<file path="src/rtl/calc_pkg.sv">
// rtl/calc_pkg.sv - shared mode constants and sizing/clamp helpers for calc_accum
package calc_pkg;

  localparam int SIGNED_OFF = 0;
  localparam int SIGNED_ON  = 1;
  localparam int SAT_WRAP   = 0;
  localparam int SAT_CLAMP  = 1;

  typedef enum logic [1:0] {
    OVF_NONE = 2'd0,
    OVF_HIGH = 2'd1,
    OVF_LOW  = 2'd2
  } ovf_dir_t;

  // One full product, log2 growth across the tree, plus a guard bit.
  function automatic int calc_sum_width(input int data_width, input int block_size);
    return 2 * data_width + $clog2(block_size) + 1;
  endfunction

  function automatic ovf_dir_t calc_ovf_dir(input logic above, input logic below);
    if (above) return OVF_HIGH;
    if (below) return OVF_LOW;
    return OVF_NONE;
  endfunction

endpackage

</file>
<file path="src/rtl/calc_dot_tree.sv">
// rtl/calc_dot_tree.sv - stage 1 product registers and the beat sum adder tree
module calc_dot_tree
  import calc_pkg::*;
#(
  parameter int DATA_WIDTH  = 8,
  parameter int BLOCK_SIZE  = 4,
  parameter int SIGNED_MODE = 0
) (
  input  logic                                             clock,
  input  logic                                             reset,
  input  logic                                             advance,
  input  logic                                             in_valid,
  input  logic                                             in_last,
  input  logic [DATA_WIDTH*BLOCK_SIZE-1:0]                 a_vec,
  input  logic [DATA_WIDTH*BLOCK_SIZE-1:0]                 b_vec,
  output logic                                             s1_valid,
  output logic                                             s1_last,
  output logic [calc_sum_width(DATA_WIDTH, BLOCK_SIZE)-1:0] s1_sum
);

  localparam int PROD_W = 2 * DATA_WIDTH;
  localparam int SUM_W  = calc_sum_width(DATA_WIDTH, BLOCK_SIZE);

  logic [PROD_W-1:0] prod_d [BLOCK_SIZE];
  logic [PROD_W-1:0] prod_q [BLOCK_SIZE];

  always_comb begin
    for (int i = 0; i < BLOCK_SIZE; i++) begin
      if (SIGNED_MODE == SIGNED_ON)
        prod_d[i] = PROD_W'($signed(a_vec[i*DATA_WIDTH +: DATA_WIDTH]))
                  * PROD_W'($signed(b_vec[i*DATA_WIDTH +: DATA_WIDTH]));
      else
        prod_d[i] = PROD_W'(a_vec[i*DATA_WIDTH +: DATA_WIDTH])
                  * PROD_W'(b_vec[i*DATA_WIDTH +: DATA_WIDTH]);
    end
  end

  // Products only load on a real beat so bubbles leave them untouched.
  always_ff @(posedge clock) begin
    if (reset) begin
      s1_valid <= 1'b0;
      s1_last  <= 1'b0;
      for (int i = 0; i < BLOCK_SIZE; i++) prod_q[i] <= '0;
    end else if (advance) begin
      s1_valid <= in_valid;
      s1_last  <= in_valid & in_last;
      if (in_valid) begin
        for (int i = 0; i < BLOCK_SIZE; i++) prod_q[i] <= prod_d[i];
      end
    end
  end

  always_comb begin
    s1_sum = '0;
    for (int i = 0; i < BLOCK_SIZE; i++) begin
      if (SIGNED_MODE == SIGNED_ON)
        s1_sum = s1_sum + SUM_W'($signed(prod_q[i]));
      else
        s1_sum = s1_sum + SUM_W'(prod_q[i]);
    end
  end

endmodule

</file>
<file path="src/rtl/calc_accum.sv">
// rtl/calc_accum.sv - two-stage pipelined block dot-product accumulator
module calc_accum
  import calc_pkg::*;
#(
  parameter int DATA_WIDTH  = 8,
  parameter int BLOCK_SIZE  = 4,
  parameter int ACC_WIDTH   = 32,
  parameter int SIGNED_MODE = 0,
  parameter int SATURATE    = 0,
  parameter int CNT_WIDTH   = 16
) (
  input  logic                            clock,
  input  logic                            reset,
  input  logic                            in_valid,
  output logic                            in_ready,
  input  logic [DATA_WIDTH*BLOCK_SIZE-1:0] a_vec,
  input  logic [DATA_WIDTH*BLOCK_SIZE-1:0] b_vec,
  input  logic                            in_last,
  output logic                            out_valid,
  input  logic                            out_ready,
  output logic [ACC_WIDTH-1:0]            out_data,
  output logic                            out_overflow,
  output logic [CNT_WIDTH-1:0]            out_beats
);

  localparam int SUM_W = calc_sum_width(DATA_WIDTH, BLOCK_SIZE);
  localparam int EXT_W = ((ACC_WIDTH > SUM_W) ? ACC_WIDTH : SUM_W) + 2;

  logic                 stall;
  logic                 s1_valid;
  logic                 s1_last;
  logic [SUM_W-1:0]     s1_sum;

  logic [ACC_WIDTH-1:0] acc_q;
  logic [ACC_WIDTH-1:0] acc_next;
  logic                 ovf_q;
  logic                 ovf_next;
  logic [CNT_WIDTH-1:0] cnt_q;
  logic [CNT_WIDTH-1:0] cnt_next;

  logic signed [EXT_W-1:0] acc_ext;
  logic signed [EXT_W-1:0] sum_ext;
  logic signed [EXT_W-1:0] total_ext;
  logic signed [EXT_W-1:0] lim_one;
  logic signed [EXT_W-1:0] max_ext;
  logic signed [EXT_W-1:0] min_ext;
  ovf_dir_t                ovf_dir;

  // A finished sum cannot leave stage 2 while the output register is still owned.
  assign stall    = out_valid && !out_ready && s1_valid && s1_last;
  assign in_ready = !stall && !reset;

  calc_dot_tree #(
    .DATA_WIDTH (DATA_WIDTH),
    .BLOCK_SIZE (BLOCK_SIZE),
    .SIGNED_MODE(SIGNED_MODE)
  ) u_tree (
    .clock   (clock),
    .reset   (reset),
    .advance (!stall),
    .in_valid(in_valid),
    .in_last (in_last),
    .a_vec   (a_vec),
    .b_vec   (b_vec),
    .s1_valid(s1_valid),
    .s1_last (s1_last),
    .s1_sum  (s1_sum)
  );

  always_comb begin
    lim_one    = '0;
    lim_one[0] = 1'b1;
    if (SIGNED_MODE == SIGNED_ON) begin
      acc_ext = EXT_W'($signed(acc_q));
      sum_ext = EXT_W'($signed(s1_sum));
      max_ext = (lim_one <<< (ACC_WIDTH - 1)) - lim_one;
      min_ext = -(lim_one <<< (ACC_WIDTH - 1));
    end else begin
      acc_ext = $signed(EXT_W'(acc_q));
      sum_ext = $signed(EXT_W'(s1_sum));
      max_ext = (lim_one <<< ACC_WIDTH) - lim_one;
      min_ext = '0;
    end
    total_ext = acc_ext + sum_ext;
    ovf_dir   = calc_ovf_dir(total_ext > max_ext, total_ext < min_ext);
    ovf_next  = ovf_q || (ovf_dir != OVF_NONE);
    cnt_next  = (&cnt_q) ? cnt_q : cnt_q + CNT_WIDTH'(1);
    acc_next  = total_ext[ACC_WIDTH-1:0];
    // Once clamped, the accumulator stays pinned until the packet ends.
    if (SATURATE == SAT_CLAMP) begin
      if (ovf_q)                   acc_next = acc_q;
      else if (ovf_dir == OVF_HIGH) acc_next = max_ext[ACC_WIDTH-1:0];
      else if (ovf_dir == OVF_LOW)  acc_next = min_ext[ACC_WIDTH-1:0];
    end
  end

  always_ff @(posedge clock) begin
    if (reset) begin
      acc_q        <= '0;
      ovf_q        <= 1'b0;
      cnt_q        <= '0;
      out_valid    <= 1'b0;
      out_data     <= '0;
      out_overflow <= 1'b0;
      out_beats    <= '0;
    end else if (!stall) begin
      if (s1_valid && s1_last) begin
        out_valid    <= 1'b1;
        out_data     <= acc_next;
        out_overflow <= ovf_next;
        out_beats    <= cnt_next;
        acc_q        <= '0;
        ovf_q        <= 1'b0;
        cnt_q        <= '0;
      end else begin
        if (out_ready) out_valid <= 1'b0;
        if (s1_valid) begin
          acc_q <= acc_next;
          ovf_q <= ovf_next;
          cnt_q <= cnt_next;
        end
      end
    end
  end

endmodule

</file>
<file path="config.mk">
export PLATFORM = sky130hd
export DESIGN_NAME = calc_accum
export DESIGN_NICKNAME = d
export VERILOG_FILES = /design/src/rtl/calc_pkg.sv /design/src/rtl/calc_dot_tree.sv /design/src/rtl/calc_accum.sv
export SDC_FILE = /design/constraint.sdc
export NUM_CORES = 1
export LEC_CHECK = 0
export CORE_MARGIN = 2
export CORE_UTILIZATION = 45
export DETAILED_ROUTE_END_ITERATION = 6
export MAX_ROUTING_LAYER = met4
export PLACE_DENSITY = 0.66
export SLEW_MARGIN = 0
export SYNTH_ARGS = -nofsm -noshare
export SYNTH_HDL_FRONTEND = slang
export SYNTH_SLANG_ARGS = --single-unit
export TNS_END_PERCENT = 100
</file>
<file path="constraint.sdc">
create_clock -name clock -period 5.8 [get_ports clock]
set_input_delay 0.58 -clock clock [delete_from_list [all_inputs] [get_ports clock]]
set_output_delay 0.58 -clock clock [all_outputs]
set_load 0.01 [all_outputs]
</file>
# Word-level counts from Yosys, hierarchy flattened
# Memories as Yosys holds them, arrays and structs flattened.
# Index checks and enable logic that the tools add are counted.
dict set report classes {
  n_mul 4
  mux 26
  reduce_logical 16
  n_lt_le_gt_ge 2
  n_bitwise 6
  div_mod_pow 0
  n_eq_ne 0
  add_sub_neg 5
  shift 0
}
# cell n
set op_table {}
lappend op_table {{$mux 16} 7}
lappend op_table {{$mul 8x8->16} 4}
lappend op_table {{$mux 32} 2}
lappend op_table {{$add 19x16->19} 2}
lappend op_table {{$add 32x19->33} 1}
lappend op_table {{$gt 33x32->1 const B} 1}
lappend op_table {{$lt 33x1->1 const B} 1}
lappend op_table {{$add 16x16->17} 1}
lappend op_table {{$add 16x1->16 const B} 1}
lappend op_table {{$reduce_and 16->1} 1}
lappend op_table {{$mux 1} 13}
lappend op_table {{$mux 2} 4}
lappend op_table {{$reduce_and 2->1} 3}
lappend op_table {{$reduce_bool 2->1} 3}
lappend op_table {{$logic_and 1x1->1} 5}
lappend op_table {{$or 1x1->1} 4}
lappend op_table {{$logic_not 1->1} 3}
lappend op_table {{$and 1x1->1} 1}
lappend op_table {{$logic_or 1x1->1} 1}
lappend op_table {{$not 1->1} 1}
dict set report word_totals {
  latch_bits 0
  mem_bits_rw 64
  memories 1
  mem_bits_ro 0
  word_cells 69
  output_inout_bits 51
  regBits 101
}
# name depth word_bits rd rd_ports_with_merged_regs wr line_no
set memory_table {}
lappend memory_table {u_tree.prod_q 4 16 4 0 4 calc_dot_tree.sv:25} ;# logic [PROD_W-1:0] prod_q [BLOCK_SIZE];

# Depth between registers and ports, before layout
# Gate-level depths: netlist of run 1.
# An unclocked memory read counts as a cell.
dict set report depth {
  word_depth 14
  depth_mapped 27
  mapped_depth_nobuf 26
}

# Hierarchy
# Synthesis of run 1 repeated with hierarchy kept, for this count alone.
dict set report unflattened {
  cells_unflattened 1899
  hier_area_um2 17380.4
}
# mod seq_area_each_um2 instances area_each_um2 cells_per_inst
set modules_own_cells {}
lappend modules_own_cells {calc_dot_tree 1961.9 1 12041.5 1247}
lappend modules_own_cells {calc_accum 1981.9 1 5338.9 652}

# Worst setup path before layout of run 1
# No wires, ideal clock.
dict set report synth_path {
  path_kind {flip-flop to flip-flop}
  startpoint {memory u_tree.prod_q[1][0] in the netlist's numbering}
  endpoint {register acc_q[20]}
  n_path_buf 1
  period_less_slack_ps 5554
  required_time_ps 5683
  setup_ps 117
  arrival_time_ps 5437
  path_slack_ps 246
  path_stages_with_launch 25
  path_cell_list {edfxtp_1 ha_1 inv_1 fa_1 nor2b_1 o31a_1 o41ai_1 a21oi_1 o211ai_1 o21ai_0 xnor2_1 fa_1 inv_1 ha_1 o21ai_0 nor3_1 a2111oi_0 nand3_1 ha_1 clkbuf_1 nand4_1 a211o_2 a21boi_2 o21ai_0 a22o_1}
}
# element line_no
set synth_lines {}
lappend synth_lines {{start, declared} calc_dot_tree.sv:25}
lappend synth_lines {{end signal, assigned} calc_accum.sv:118} ;# acc_q <= acc_next;
lappend synth_lines {{end, declared} calc_accum.sv:34} ;# logic [ACC_WIDTH-1:0] acc_q;

==> results of run 1 <==
## cells in the mapped netlist, types with 8 or more instances
| library cell | n |
|---|---|
| a211oi_1 | 20 |
| xnor2_1 | 37 |
| a21o_1 | 28 |
| o21a_1 | 19 |
| nand2b_1 | 18 |
| xor2_1 | 49 |
| o21ai_0 | 69 |
| nor3_1 | 47 |
| and3_1 | 16 |
| nor2b_1 | 17 |
| a22oi_1 | 19 |
| nand2_1 | 200 |
| a21oi_1 | 94 |
| ha_1 | 196 |
| clkbuf_1 | 41 |
| or3_1 | 17 |
| edfxtp_1 | 64 |
| a31oi_1 | 10 |
| and2_1 | 156 |
| nor3b_1 | 8 |
| nor2_1 | 147 |
| o211ai_1 | 12 |
| nand4_1 | 8 |
| nand3_1 | 30 |
| mux2i_1 | 12 |
| dfxtp_1 | 101 |
| inv_1 | 266 |
| fa_1 | 163 |
## worst min-delay path: cells and delay by family, from the launching register on
family             cells  cell delay (ns)
and+or+nand+nor        1             0.05
DFF                    1             0.31
AOI/OAI and AO/OA      1             0.05
## worst paths after layout
path	from	to	slack (ns)	cells past startpoint
worst max-delay path	u_tree.prod_q[1][1]	acc_q[24]	0.08	24
worst min-delay path	out_beats[2]	out_beats[2]	0.46	2
worst max register to register	u_tree.prod_q[1][1]	acc_q[24]	0.08	24
worst min register to register	out_beats[2]	out_beats[2]	0.46	2
## timing repair
item | 4_1_cts | 5_1_grt
setup buffers | 0 | 19
resized for setup | 5 | 54
pin swaps | 1 | 43
endpoints found under the hold margin | 0 | 0
endpoints found under the setup margin | 19 | 38
## final cells by class
class                           count  area [um^2]
Fill cell                        3591        18240
Multi-Input combinational cell   1493        12730
Sequential cell                   165         3944
Timing Repair Buffer              157         1480
Inverter                          266        998.5
Tap cell                          518        648.1
Clock buffer                       18        439.2
Clock inverter                     14        165.2
## stage by stage
| step | setup slack (ns) | hold slack [ns] | setup TNS [ns] |
|---|---|---|---|
| after floorplan | 0.2460 | 0.4313 | 0 |
| after global placement | 0.06578 | 0.4413 | 0 |
| after detailed placement | -0.09289 | 0.4481 | -0.4682 |
| after CTS | -0.001112 | 0.4570 | -0.001112 |
| after global routing | -0.1062 | 0.4847 | -1.389 |
| final | 0.07832 | 0.4577 | 0 |
## cell families (layout without fill, tap and decap cells)
group	count (synthesis)	count (layout)	synth area share, %
multiplexers	13	13	0.7463
AO/OA/AOI/OAI	342	342	13.53
AND/OR/NAND/NOR	693	693	19.76
XOR/XNOR	86	86	4.279
buffers and inverters	316	455	6.809
adder cells (fa/ha/maj)	359	359	32.47
flip-flops	165	165	22.40
## cells in the final DEF (no fill, tap or decap), drive strengths merged, types with 10 or more instances in the layout
cell type      synthesis  final
a21oi                 95     95
fa                   163    163
nor2                 148    148
o21a                  19     19
ha                   196    196
clkdlybuf4s50          0    118
edfxtp                64     64
nor3                  48     48
nand3                 32     32
nand2                200    200
xor2                  49     49
dfxtp                101    101
a31oi                 10     10
clkbuf                41     19
buf                    9     38
nor2b                 17     17
mux2i                 12     12
and2                 157    157
or3                   17     17
a22oi                 19     19
o211ai                14     14
a21o                  28     28
and3                  17     17
inv                  266    273
nand2b                19     19
o21ai                 71     71
xnor2                 37     37
nor3b                 10     10
a211oi                21     21
## per-layer routing
| layer | track usage (%) | wire length (um) |
|---|---|---|
| met4 | 4.832 | 650 |
| met5 | - | 0 |
| met3 | 1.967 | 1374 |
| met2 | 35.43 | 20190 |
| met1 | 25.82 | 18000 |
## flip-flops by register name (all words and copies together), names as in the netlist
name / count
out_valid: 1
ovf_q: 1
u_tree.prod_q: 64
u_tree.s1_valid: 1
out_overflow: 1
u_tree.s1_last: 1
out_data: 32
cnt_q: 16
out_beats: 16
acc_q: 32
## report_power, final
group	switching, mW	leakage, nW	internal [mW]
clock network	0.522	0.296	0.660
logic	3.94	7.48	3.06
registers	0.0856	1.52	1.39
total	4.55	9.30	5.11
==> metrics.md, run 1 <==
| Metric | Value |
|---|---|
| CTS sink count | `165` |
| RePlAce Congestion | `0.8599` |
| Outcome | `completed` |
| Fin. Hold Viols | `0` |
| Starting density of the core | `45.55%` |
| Hpwl dp | `31360 um` |
| Layout Skew | `0.01258 ns` |
| Final setup violation count | `0` |
| Largest stage delay on the critical path | `0.51 ns` |
| Largest net degree at the start of global routing | `63` |
| Max rail drop VDD | `426.3 uV` |
| Layout cell share with drive strength beyond 1 | `7.194%` |
| Critical path's most frequent cell | `a21o_1` |
| Lkg Pwr | `9.304 nW` |
| Placement Cell Area | `19390 um^2` |
| DR iter-0 viols | `757` |
| Maximum clock path buffer count | `2` |
| Global-route usage over all layers | `20.45%` |
| H-tree depth | `4` |
| Vias in the first global route | `13740` |
| Die Height | `201.8 um` |
| Hold-fix buffers, CTS | `0` |
| DR pass1 iterations | `7` |
| Fmax | `174.8 MHz` |
| Avg Inst Size Synth | `8.917 um^2` |
| Initial antenna violation count | `0` |
| Cell Count, Final, Fillers Out | `2631` |
| Io pins | `120` |
| Min-Delay Path Class | `register to register` |
| Max_cap viols | `0` |
| Pwr per Cell Area | `473.6 nW/um^2` |
| Slew Viols, Final | `0` |
| Top cell type's share of synthesized area | `18.54%` |
| Root buffer cell | `clkbuf_16` |
| Crit. End Element | `register` |
| WL/cell | `15.28 um` |
| Nets@finish | `2528` |
| Rows | `72` |
| DIE WIDTH | `201.8 um` |
| Critical path's top delay family | `compound AO/OA/AOI/OAI gates` |
| Cells after synthesis | `1974` |
| DIE AREA | `40720 um^2` |
| Num CTS Buffers | `17` |
| Dominant cell type by area after synthesis | `fa_1` |
| RSZ-0062 raised after global routing | `true` |
| Fin util | `52.80%` |
| Post-synth ARST share | `0%` |
| Crit-path max FO | `7` |
| Critical Path Start Type | `register` |
| Design area | `20400 um^2` |
| Most used DFF post-synth | `dfxtp_1` |
| WL final | `40210 um` |
| Via count | `13990` |
| Crit path max-delay cell type | `or4_4` |
| Area Growth Syn to Fin | `15.91%` |
| Cell Area, Synth | `17600 um^2` |
| Post-route DRC | `0` |
| CP Data Arrival Time | `6.05 ns` |
| Total power | `9.663 mW` |
| Worst Max-Slew Pin Slew | `1.151 ns` |
| Worst Path Required | `6.13 ns` |
| Core ar. | `38650 um^2` |
| Post-synth EDFFs | `64` |
| First-pass GRT wire length | `66990 um` |
| Slew margin rel. | `23.01%` |
| Vias/cell | `5.318` |
| CTS clock-pin slew for the worst setup and hold paths | `0.07 ns` |
| Synthesized flop and latch total | `165` |
| Cells taking the most area after synthesis | `fa_1, ha_1, dfxtp_1` |
| Synth unique cells | `87` |
| Yosys warnings | `0` |
| WS Path Type | `register to register` |
| Final ANT Viol Nets | `0` |
| Min Tclk post-route | `5.722 ns` |
| Sequential area share after synthesis | `22.40%` |
| Grt ovf | `0` |
| Placed cell count | `2580` |
| ANT cells | `0` |
| CTS tree | `done` |
| Synth Net Count | `2402` |
| IO Port Bufs | `119` |
| Clock latency on the worst-skew pair | `0.44 ns` |
| Period utilization | `98.65%` |
| Crit-path cells | `ha_1 > a21o_1 > a21oi_2 > o211ai_1 > nand2_1 > nand2b_1 > a21oi_1 > xor2_1 > fa_1 > inv_1 > ha_1 > a21o_1 > a21o_1 > a21o_4 > or4_4 > nand3_4 > nand3_4 > ha_4 > buf_4 > nand4_1 > a211o_4 > a21boi_4 > o21ai_1 > a22o_1` |
| Bufs and invs on worst path | `2` |
No activity file was read; power rests on OpenSTA's default activity.
==> inputs of run 2 (changes only) <==
CORE_ASPECT_RATIO = 0.9   (was unset)
PLACE_DENSITY = 0.77   (was 0.66)
==> run 2 against run 1 <==
- register-to-register slack worse by 0.098 ns
- critical path type unchanged
- fmax down 1.7%
- final cell count up 0.23%
- global-route usage up 0.44 points
- clock skew up 0.00077 ns
- the run now ends with negative setup slack left
- setup slack worse by 0.098 ns
==> metrics.md, run 2 (synthesis gave the netlist of run 1 again) <==
| Metric | Value |
|---|---|
| Outcome | `finished, violations left` |
| Failing checks | `negative setup slack` |
| WS Path Type | `register to register` |
| Most common cell after layout, fill and taps aside | `inv_1` |
| Max_cap viols | `0 (unchanged)` |
| Hold Path Depth | `2 (unchanged)` |
| WL/cell | `15.59 um (+2.0%)` |
| Fmax | `171.8 MHz (-1.7%)` |
| Grt ovf | `0 (unchanged)` |
| WL final | `41120 um (+2.3%)` |
| Largest net degree at the start of global routing | `56 (-11%)` |
| Worst hold margin | `0.4544 ns (-0.003264 ns)` |
| Worst Path Required | `6.12 ns (about the same)` |
| DIE AREA | `40720 um^2 (about the same)` |
| CTS clock-pin slew for the worst setup and hold paths | `0.07 ns (about the same)` |
| Area Growth Syn to Fin | `16.08%` |
| Min-Delay Path Class | `register to register` |
| FF-to-FF End | `acc_q[20]` |
| Num CTS Buffers | `17 (unchanged)` |
| Worst Max-Slew Pin Slew | `1.095 ns (-0.05524 ns)` |
| RePlAce Congestion | `0.9186 (+6.8%)` |
| Layout cell share with drive strength beyond 1 | `7.481% (+0.29 points)` |
| Pwr per Cell Area | `481.3 nW/um^2 (+1.6%)` |
| Final setup violation count | `2 (+2)` |
| Max reg flops | `64 (unchanged)` |
| Die Height | `191.6 um (-5.0%)` |
| Period utilization | `100.3% (+1.7 points)` |
| Max rail drop VDD | `467.4 uV (+9.6%)` |
| Area of the multi-input gates | `12780 um^2 (+0.43%)` |
| RSZ-0062 raised after global routing | `true` |
| Slew margin rel. | `26.71% (+3.7 points)` |
| Vias/cell | `5.414 (+1.8%)` |
| IO Port Bufs | `119 (unchanged)` |
| DR iter-0 viols | `933 (+23%)` |
| ANT cells | `0 (unchanged)` |
| Rows | `68 (-5.6%)` |
| DP Worst Slack | `-0.1549 ns (-0.06201 ns)` |
| Vias in the first global route | `14100 (+2.7%)` |
| Layout Skew | `0.01335 ns (+0.0007716 ns)` |
| Crit. End Element | `register` |
| Reg2reg path depth | `25 (+4.2%)` |
| Critical Path Start Type | `register` |
| CP Data Arrival Time | `6.14 ns (+0.09 ns)` |
| Global-route usage over all layers | `20.88% (+0.44 points)` |
| Hold Crit Start | `out_data[3]` |
| Min Tclk post-route | `5.819 ns (+0.09771 ns)` |
| Most frequent cells in the layout | `inv_1, nand2_1, ha_1, fa_1, and2_1` |
| Clock latency on the worst-skew pair | `0.44 ns (about the same)` |
| Via count | `14280 (+2.0%)` |
| Fin. Hold Viols | `0 (unchanged)` |
| CTS tree | `done` |
| Post-route DRC | `0 (unchanged)` |
| Nets@finish | `2527 (-0.040%)` |
| Starting density of the core | `45.77% (+0.23 points)` |
| DIE WIDTH | `212.5 um (+5.3%)` |
| Io pins | `120 (unchanged)` |
| DR pass1 iterations | `5 (-2)` |
| Setup ws final | `-0.01939 ns (-0.09771 ns)` |
| CTS sink count | `165 (unchanged)` |
| Maximum clock path buffer count | `2 (unchanged)` |
| Lkg Pwr | `9.303 nW (about the same)` |
| Total power | `9.834 mW (+1.8%)` |
| Final ANT Viol Nets | `0 (unchanged)` |
| Biggest regs | `u_tree.prod_q x64, acc_q x32, out_data x32` |
| WHS Endpoint | `out_data[3]` |
| Largest register by flop count | `u_tree.prod_q` |
| Hpwl dp | `31890 um (+1.7%)` |
| Slew Viols, Final | `0 (unchanged)` |
| Root buffer cell | `clkbuf_16` |
| Core ar. | `38460 um^2 (-0.49%)` |
| Worst R2R Setup Slack | `-0.02 ns (-0.10 ns)` |
| Crit-path max FO | `6 (-1)` |
| Fin util | `53.13% (+0.34 points)` |
| H-tree depth | `4 (unchanged)` |
| First-pass GRT wire length | `67360 um (+0.57%)` |
| Seq. cell area | `3944 um^2 (unchanged)` |
| Reg-to-reg startpoint | `u_tree.prod_q[0][0]` |
| Initial antenna violation count | `0 (unchanged)` |
| # fillers | `3467 (-3.5%)` |
run 2: worst max-delay path by stage:
stage / startpoint / to / cells past startpoint
6_report: u_tree.prod_q[0][0] / acc_q[20] / 25
2_1_floorplan: u_tree.prod_q[1][0] / acc_q[20] / 24
3_5_place_dp: u_tree.prod_q[1][0] / acc_q[27] / 25
3_3_place_gp: u_tree.prod_q[1][0] / acc_q[24] / 23
4_1_cts: u_tree.prod_q[1][0] / out_data[31] / 25
5_1_grt: u_tree.prod_q[0][0] / acc_q[28] / 26
run 2: routing by layer:
layer	up-vias	track usage (%)	routed length (um)
met1	6940	26.41	18020
met2	420	35.34	20030
li1	6857	-	-
met3	59	2.387	2034
met5	-	-	0
met4	0	6.159	1032
run 2: layout make-up:
class	count	share of cell area, %
clock buffer	19	2.223
clock inverter	13	0.6491
inverter	266	4.886
multi-input combinational	1493	62.57
sequential	165	19.30
tap	525	3.215
timing repair buffer	156	7.158
run 2: repair_timing:
action / CTS / global route
buffers inserted: 0 / 17
setup endpoints to repair: 25 / 36
pin swaps: 0 / 60
hold buffers: 0 / 0
gates resized for setup: 6 / 65
cloned: 0 / 1
run 2: metrics by stage:
stage / cell area [um^2] / setup TNS [ns] / instances
finish: 20430 / -0.02538 / 2637
global route: 20430 / -4.825 / 2637
CTS: 20010 / 0 / 2619
detailed placement: 19400 / -1.087 / 2587
global placement: 19400 / 0 / 2587
floorplan: 17600 / 0 / 1974
run 2: worst max-delay path, stage by stage, from the launching register on:
cell,delay (ns)
edfxtp_1,0.38
ha_2,0.20
inv_2,0.06
fa_2,0.23
nor2b_2,0.06
o31a_1,0.36
o41ai_4,0.36
a21oi_2,0.10
nor2_1,0.13
xor2_1,0.24
fa_1,0.48
inv_2,0.08
ha_4,0.21
a21o_1,0.21
a21o_4,0.24
a31o_4,0.21
a211oi_2,0.20
nor2_1,0.09
ha_1,0.37
and2_4,0.20
buf_6,0.11
nand4_1,0.21
a211o_2,0.39
a21boi_2,0.23
o21ai_0,0.10
a22o_1,0.26
run 2: power breakdown:
group / internal (mW) / leakage (nW) / switching [mW]
registers: 1.39 / 1.52 / 0.0817
clock network: 0.630 / 0.285 / 0.504
logic: 3.12 / 7.49 / 4.11
